## src/rtl/bias_ctrl.sv

```systemverilog
// bias_ctrl: sequences bias SRAM write/read via bias_top and steps the kernel-group index.
// Start requests are held until bias_top reports busy, or abandoned with err after START_TO cycles.
module bias_ctrl #(
   parameter int KNUM_W   = 10,
   parameter int START_TO = 16
) (
   input  logic              clk,
   input  logic              rstn,
   input  logic              start,
   input  logic [KNUM_W-1:0] cfg_groups,
   input  logic              cfg_skip_write,
   input  logic              group_adv,
   input  logic              bias_write_busy,
   input  logic              bias_write_done,
   input  logic              bias_read_busy,
   input  logic              bias_read_done,
   output logic              start_bias_write,
   output logic              start_bias_read,
   output logic              sram_rw,
   output logic              en_ker_num,
   output logic [KNUM_W-1:0] cp_ker_num,
   output logic              ker_read_done,
   output logic              busy,
   output logic              done,
   output logic              err
);
   localparam int TW = $clog2(START_TO + 1);

   typedef enum logic [2:0] {IDLE, WR_REQ, WR_WAIT, RD_REQ, RD_RUN, ADV, RD_FIN, DONE} state_t;

   state_t            state, next;
   logic [KNUM_W-1:0] last;
   logic [TW-1:0]     to_cnt;
   logic              accept, req_st, req_ack, timeout, stray_adv;

   assign accept    = state == IDLE && start;
   assign req_st    = state == WR_REQ || state == RD_REQ;
   assign req_ack   = state == WR_REQ ? bias_write_busy : bias_read_busy;
   assign timeout   = req_st && !req_ack && to_cnt == TW'(START_TO - 1);
   assign stray_adv = group_adv && state != RD_RUN;

   always_ff @(posedge clk or negedge rstn) begin
      if (!rstn) state <= IDLE;
      else       state <= next;
   end

   always_ff @(posedge clk or negedge rstn) begin
      if (!rstn) begin
         to_cnt     <= '0;
         last       <= '0;
         cp_ker_num <= '0;
         err        <= 1'b0;
      end else begin
         to_cnt     <= req_st && !req_ack ? to_cnt + TW'(1) : '0;
         // a zero group count is stored as one group (last index 0)
         last       <= accept ? (cfg_groups == '0 ? '0 : cfg_groups - KNUM_W'(1)) : last;
         cp_ker_num <= accept ? '0 : state == ADV ? cp_ker_num + KNUM_W'(1) : cp_ker_num;
         err        <= accept ? 1'b0 : (timeout || stray_adv) ? 1'b1 : err;
      end
   end

   always_comb begin
      next             = state;
      start_bias_write = 1'b0;
      start_bias_read  = 1'b0;
      sram_rw          = 1'b0;
      en_ker_num       = 1'b0;
      ker_read_done    = 1'b0;
      done             = 1'b0;
      busy             = state != IDLE;
      case (state)
         IDLE:    next = !start ? IDLE : cfg_skip_write ? RD_REQ : WR_REQ;
         WR_REQ: begin
            sram_rw          = 1'b1;
            start_bias_write = !bias_write_busy;
            next             = bias_write_busy ? WR_WAIT : timeout ? IDLE : WR_REQ;
         end
         WR_WAIT: begin
            sram_rw = 1'b1;
            next    = bias_write_done ? RD_REQ : WR_WAIT;
         end
         RD_REQ: begin
            start_bias_read = !bias_read_busy;
            next            = bias_read_busy ? RD_RUN : timeout ? IDLE : RD_REQ;
         end
         RD_RUN:  next = !group_adv ? RD_RUN : cp_ker_num == last ? RD_FIN : ADV;
         ADV: begin
            en_ker_num = 1'b1;
            next       = RD_RUN;
         end
         RD_FIN: begin
            ker_read_done = 1'b1;
            next          = bias_read_done ? DONE : RD_FIN;
         end
         DONE: begin
            done = 1'b1;
            next = IDLE;
         end
         default: next = IDLE;
      endcase
   end
endmodule

```

## config.mk

```make
export PLATFORM = sky130hd
export DESIGN_NAME = bias_ctrl
export DESIGN_NICKNAME = d
export VERILOG_FILES = /design/src/rtl/bias_ctrl.sv
export SDC_FILE = /design/constraint.sdc
export NUM_CORES = 1
export LEC_CHECK = 0
export ABC_CLOCK_PERIOD_IN_PS = 1400
export CAP_MARGIN = 30
export CELL_PAD_IN_SITES_DETAIL_PLACEMENT = 1
export CELL_PAD_IN_SITES_GLOBAL_PLACEMENT = 1
export CORE_UTILIZATION = 34
export CTS_CLUSTER_SIZE = 12
export DETAILED_ROUTE_END_ITERATION = 10
export PLACE_DENSITY = 0.84
export SETUP_SLACK_MARGIN = 0.05
export SYNTH_ARGS = -nofsm -noshare
export SYNTH_HDL_FRONTEND = slang
export SYNTH_SLANG_ARGS = --single-unit
```

## constraint.sdc

```tcl
create_clock -name clk -period 1.4 [get_ports clk]
set_input_delay 0.28 -clock clk [delete_from_list [all_inputs] [get_ports clk]]
set_output_delay 0.28 -clock clk [all_outputs]
set_load 0.02 [all_outputs]
```

==> results of run 1 <==
[flip-flops by register name (all words and copies together) (netlist names)]
name        cells
last           10
cp_ker_num     10
state           3
to_cnt          5
err             1
[power by group]
part / internal [mW] / total (mW) / switching, mW
sequential: 1.09 / 1.41 / 0.316
combinational: 1.62 / 3.09 / 1.47
clock: 0.327 / 0.671 / 0.344
total: 3.03 / 5.17 / 2.13
[routing by layer]
metal | vias to the layer above | wire length (um)
li1 | 835 | -
met3 | 34 | 349
met2 | 100 | 3970
met1 | 999 | 3160
met4 | 0 | 401
met5 | - | 0
[area by class of cell]
class	count	area (um^2)	share of cell area, %
Clock buffer	5	68.8	2.18
Multi-Input combinational cell	140	1280	40.6
Sequential cell	29	738	23.4
Timing Repair Buffer	96	945	29.9
Inverter	5	36.3	1.15
Tap cell	67	83.8	2.65
Clock inverter	1	5.00	0.158
[placed cells by master (no fill, tap or decap), types with 2 or more instances in the layout]
cell type	instances
buf_4	38
buf_6	23
dfrtp_1	19
clkdlybuf4s50_1	16
nand2_1	15
xnor2_1	11
dfrtp_2	10
nor2_1	9
nor2_4	7
nand4_1	5
xnor2_2	5
nor2_2	5
nand2_2	5
o21ai_1	5
clkbuf_8	5
clkdlybuf4s15_2	5
o31ai_2	4
nand3_1	4
buf_12	4
and3_4	3
nor2b_4	3
nand3b_1	3
xor2_1	3
a31oi_1	3
a21oi_1	3
nor3_4	3
mux2i_1	3
nand2_4	3
dlygate4sd2_1	3
nor4_2	2
a211oi_2	2
o21ai_0	2
inv_1	2
a21oi_2	2
and3_1	2
ha_4	2
buf_2	2
clkdlybuf4s15_1	2
[kinds of logic after synthesis]
family / Yosys count / synth area share (%)
buffers and inverters: 12 / 3.03
xor gates and xnor gates: 21 / 10.9
adders and majority gates: 4 / 2.95
muxes: 3 / 1.77
AOI/OAI and AO/OA: 30 / 12.0
and+or+nand+nor: 82 / 26.5
DFF: 29 / 42.8
[path summary, 6_finish.rpt]
| path | startpoint | to | slack (ns) |
|---|---|---|---|
| hold / removal | rstn | cp_ker_num[2] | 0.39 |
| setup / recovery | state[1] | last[8] | -0.38 |
| min in group clk | last[0] | last[0] | 0.54 |
| max in group asynchronous | rstn | state[2] | 0.82 |
| hold reg to reg | last[0] | last[0] | 0.54 |
| setup reg to reg | state[1] | last[8] | -0.38 |
[repair_timing]
action,in CTS,in global routing
gates cloned,1,0
buffers inserted,16,6
hold endpoints to repair,0,0
gates resized for setup,120,44
setup endpoints to repair,46,41
hold buffers,0,0
pin swaps,8,11
==> flow_metrics.py, run 1 <==
metrics = {
    "global_route": {
        "grt_util_met2_pct": 47.1,
        "grt_util_met3_pct": 3.31,
        "grt_pass1_vias": 2024,
        "grt_first_pass_wirelength_um": 10100,
        "grt_usage_pct": 26.0,
        "busiest_layer": "met2",
        "antenna_found_initial": 0,
        "overflow": 0,
        "grt_max_degree": 30,
        "use_met1_pct": 29.0,
    },
    "worst_setup_path": {
        "path_cells": "buf_6 > or4b_4 > buf_12 > a211oi_2 > nor2_1",
        "cp_num_cells": 5,
        "cp_max_fo": 9,
        "crit_path_end_kind": "register",
        "path_class": "reg2reg",
        "cpPeakStageDelay_ns": 0.58,
        "crit_required_ns": 1.57,
        "critPathTopFamily": "simple AND/OR/NAND/NOR gates",
        "cp.arrival_ns": 1.95,
        "slowest_stage": "or4b_4",
        "critPathBufInv": 2,
        "reg2regPathDepth": 5,
        "start_kind": "register",
    },
    "layout": {
        "fill_cells": 493,
        "final_cell_count_no_fill": 343,
        "finish.utilization_pct": 66.4,
        "synthToLayoutAreaGrowth_pct": 86.4,
        "diodes": 0,
        "stdcell_area_um2": 3160,
        "nNetsFinal": 300,
        "drive_above_1_share_pct": 56.5,
    },
    "yosys": {
        "ys_ff_latch": 29,
        "synthesis.nets": 204,
        "ys_seq_area_share_pct": 42.8,
        "async_flop_share_pct": 100,
        "synth_edf_count": 0,
        "syn_area_um2": 1690,
        "netlist_top_cells_count": "dfrtp_1 (29), nand2_1 (23), nor2_1 (21)",
        "synth_top_area_cell": "dfrtp_1",
        "yosysUniqueCellTypes": 40,
        "synthFlopType": "dfrtp_1",
        "synthesis.instances": 181,
        "avgSynthCellArea_um2": 9.36,
        "synth_top_area_share_pct": 42.8,
        "synth.area.top_cells": "dfrtp_1 (43%), xnor2_1 (8.8%), nand2_1 (5.1%), nor2_1 (4.7%), ha_1 (3.0%)",
        "yosysWarnings": 0,
        "yosysMostFrequentCell": "dfrtp_1",
    },
    "worst_hold_path": {
        "worstHoldPathType": "in2async",
    },
    "timing": {
        "period_share_pct": 127,
        "setup_viol": 35,
        "tightest_slew_ns": 0.404,
        "rsz0062_at_grt": "yes",
        "hold_viol_final": 0,
        "slew_viol_final": 0,
        "finalClockSkew_ns": 0.00694,
        "finalSetupTns_ns": -7.56,
        "hold_slack_ns": 0.386,
        "period_minus_slack_ns": 1.78,
        "slew-limit-headroom_pct": 73.0,
        "setup_slack_ns": -0.383,
        "fmax_mhz": 561,
    },
    "pwr": {
        "power.total_mw": 5.17,
        "cellLeakagePower_nw": 1.36,
        "ir_worst_vdd_uv": 748,
        "power_density_nw_per_um2": 1640,
    },
    "clocking": {
        "cts_inserted_buffers": 5,
        "cts_tree": "yes",
        "clk_pin_slew_ns": 0.07,
        "htreeDepth": 2,
        "clock_latency_ns": 0.29,
        "clock_sinks": 29,
        "clockRootBuffer": "clkbuf_8",
        "cts_buffer_depth": 2,
    },
    "routing": {
        "post_drt_via_cell_ratio": 5.74,
        "ant_nets": 0,
        "drcViolationCount": 0,
        "first_pass_iters": 4,
        "drtIter0Drc": 199,
        "post_drt_wl_per_cell_um": 23.0,
        "totalWireLength_um": 7880,
        "via_count": 1968,
    },
    "placement": {
        "placed_cells": 315,
        "globalplace.congestion": 0.770,
        "numPortBuffers": 36,
        "pre_cts_slack_ns": -0.783,
        "dpl.hpwl_um": 3710,
        "place_area_um2": 2540,
    },
    "status": {
        "outcome": "finished with violations",
        "violations": "negative setup slack",
    },
    "floorplanning": {
        "initial_core_util_pct": 35.6,
        "fp.coreArea_um2": 4750,
        "dieWidth_um": 72.6,
        "die_area_um2": 5270,
        "row_count": 25,
        "io_pins": 37,
        "die_h_um": 72.6,
    },
    "job": {
        "drv_cap": 0,
    },
}
No activity file was read; power rests on OpenSTA's default activity.
==> inputs of run 2 (changes only) <==
--- a/config.mk
+++ b/config.mk
@@ -10,7 +10,7 @@
 export CELL_PAD_IN_SITES_DETAIL_PLACEMENT = 1
 export CELL_PAD_IN_SITES_GLOBAL_PLACEMENT = 1
 export CORE_UTILIZATION = 34
-export CTS_CLUSTER_SIZE = 12
+export CTS_CLUSTER_SIZE = 25
 export DETAILED_ROUTE_END_ITERATION = 10
 export PLACE_DENSITY = 0.84
 export SETUP_SLACK_MARGIN = 0.05
==> results of run 2 <==
Same layout as run 1: the final DEF is identical, and so are final timing and power.
==> inputs of run 3 (changes only) <==
--- a/config.mk
+++ b/config.mk
@@ -9,11 +9,13 @@
 export CAP_MARGIN = 30
 export CELL_PAD_IN_SITES_DETAIL_PLACEMENT = 1
 export CELL_PAD_IN_SITES_GLOBAL_PLACEMENT = 1
+export CORE_MARGIN = 1.5
 export CORE_UTILIZATION = 34
 export CTS_CLUSTER_SIZE = 25
 export DETAILED_ROUTE_END_ITERATION = 10
 export PLACE_DENSITY = 0.84
 export SETUP_SLACK_MARGIN = 0.05
+export SKIP_CTS_REPAIR_TIMING = 1
 export SYNTH_ARGS = -nofsm -noshare
 export SYNTH_HDL_FRONTEND = slang
 export SYNTH_SLANG_ARGS = --single-unit
==> flow_metrics.py, run 3 (synthesis results as in run 1) <==
metrics = {
    "status": {
        "outcome": "finished with violations",
        "violations": "negative setup slack",
    },
    "layout": {
        "diodes": 0,
        "nNetsFinal": 296,
        "synthToLayoutAreaGrowth_pct": 81.0,
        "final_cell_mix": "buf_4 (48), dfrtp_1 (26), xnor2_1 (16)",
        "drive_above_1_share_pct": 48.9,
        "mostFrequentLayoutCell": "buf_4",
        "fill_cells": 507,
        "top_regs": "cp_ker_num (10), last (10), to_cnt (5)",
    },
    "routing": {
        "totalWireLength_um": 6690,
        "post_drt_via_cell_ratio": 5.26,
        "drcViolationCount": 0,
        "first_pass_iters": 4,
        "drtIter0Drc": 78,
        "post_drt_wl_per_cell_um": 19.6,
        "via_count": 1795,
        "ant_nets": 0,
    },
    "pwr": {
        "power.total_mw": 4.80,
        "power_density_nw_per_um2": 1570,
        "pwr-share-clk_pct": 14.2,
        "seq_power_share_pct": 30.0,
        "ir_worst_vdd_uv": 589,
        "power.switching_mw": 1.94,
        "p_int_mw": 2.86,
        "p_sw_share_pct": 40.5,
        "power_frac_comb_pct": 55.8,
        "cellLeakagePower_nw": 1.49,
    },
    "worst_hold_path": {
        "worstHoldPathType": "in2reg",
        "hold_end": "last[0]",
        "hold_path_depth": 3,
        "worstHoldStart": "cfg_groups[0]",
    },
    "worst_setup_path": {
        "path_cells": "buf_6 > or3_4 > buf_6 > nor2_4 > buf_6 > buf_8 > nor2_2 > a31oi_1",
        "cp.arrival_ns": 1.93,
        "critPathBufInv": 4,
        "crit_path_end_kind": "register",
        "slowest_stage": "dfrtp_2",
        "critPathTopFamily": "buffers and inverters",
        "worstReg2RegStart": "state[1]",
        "cp_max_fo": 7,
        "crit_required_ns": 1.61,
        "cpPeakStageDelay_ns": 0.46,
        "timing.reg2reg.setup_slack_ns": -0.33,
        "path_class": "reg2reg",
        "start_kind": "register",
        "worstReg2RegEnd": "last[9]",
        "crit_top_cell": "buf_6",
        "reg2regPathDepth": 8,
    },
    "global_route": {
        "antenna_found_initial": 0,
        "grt_usage_pct": 20.3,
        "overflow": 0,
        "grt_max_degree": 30,
        "grt_first_pass_wirelength_um": 8400,
        "grt_pass1_vias": 1762,
    },
    "floorplanning": {
        "die_area_um2": 5420,
        "die_h_um": 73.6,
        "fp.coreArea_um2": 4750,
        "initial_core_util_pct": 35.6,
        "io_pins": 37,
        "row_count": 25,
        "dieWidth_um": 73.6,
    },
    "timing": {
        "fmax_mhz": 579,
        "setup_viol": 34,
        "tightest_slew_ns": 0.367,
        "rsz0062_at_grt": "yes",
        "period_minus_slack_ns": 1.73,
        "slew_viol_final": 0,
        "slew-limit-headroom_pct": 75.4,
        "hold_viol_final": 0,
        "finalSetupTns_ns": -6.71,
        "period_share_pct": 123,
        "setup_slack_ns": -0.327,
        "finalClockSkew_ns": 0.00382,
    },
    "placement": {
        "globalplace.congestion": 0.722,
        "dpl.hpwl_um": 3860,
        "numPortBuffers": 36,
    },
    "clocking": {
        "clk_pin_slew_ns": 0.07,
        "cts_buffer_depth": 2,
        "clock_sinks": 29,
        "clock_latency_ns": 0.28,
        "clockRootBuffer": "clkbuf_8",
        "cts_inserted_buffers": 5,
        "cts_tree": "yes",
        "htreeDepth": 2,
    },
    "job": {
        "drv_cap": 0,
    },
}
run 3: worst max-delay path by stage:
stage                  start                to  slack, ns  depth (start not counted)
2_1_floorplan       state[2]          state[0]      -0.04                          5
3_3_place_gp   cfg_groups[1]           last[8]      -0.70                          7
3_5_place_dp   cfg_groups[1]           last[6]      -0.78                          7
4_1_cts             state[0]  start_bias_write      -0.71                          2
5_1_grt             state[1]           last[9]      -0.36                          8
6_report            state[1]           last[9]      -0.33                          8
run 3: metrics by stage:
stage	hold slack (ns)	area (um^2)	cells	util, %	setup slack [ns]
floorplan	-0.0156	1840	181	-	-0.0402
global placement	0.489	2580	320	54.2	-0.703
detailed placement	0.501	2580	320	54.2	-0.780
CTS	0.357	2660	328	56.0	-0.711
global route	0.289	3070	341	64.5	-0.364
finish	0.288	3070	341	64.5	-0.327
run 3: worst min-delay path, cell delays in order:
cell	delay (ns)
buf_8	0.08
buf_6	0.11
o31ai_4	0.06
run 3: area by class of cell:
type	instances	area, um^2	area share [%]
clock buffer	6	72.6	2.37
timing repair buffer	92	887	28.9
clock inverter	2	10.0	0.326
multi-input combinational	140	1250	40.7
sequential	29	729	23.8
tap	67	83.8	2.73
inverter	5	36.3	1.18
run 3: power by group through the flow:
stage	registers (mW)	logic (mW)	clock network [mW]
finish	1.44	2.68	0.680
global route	1.45	2.86	0.722
CTS	1.38	1.86	0.692
detailed placement	1.39	1.84	0
global placement	1.37	1.75	0
floorplan	1.33	1.01	0
run 3: routing by layer:
layer  routed length [um]  global-route usage [%]  share of wire, %
met1                 2780                    24.9                42
met2                 3610                    35.4                54
met3                  160                    3.70               2.4
met4                  140                    7.20               2.1
met5                    0                       0                 0
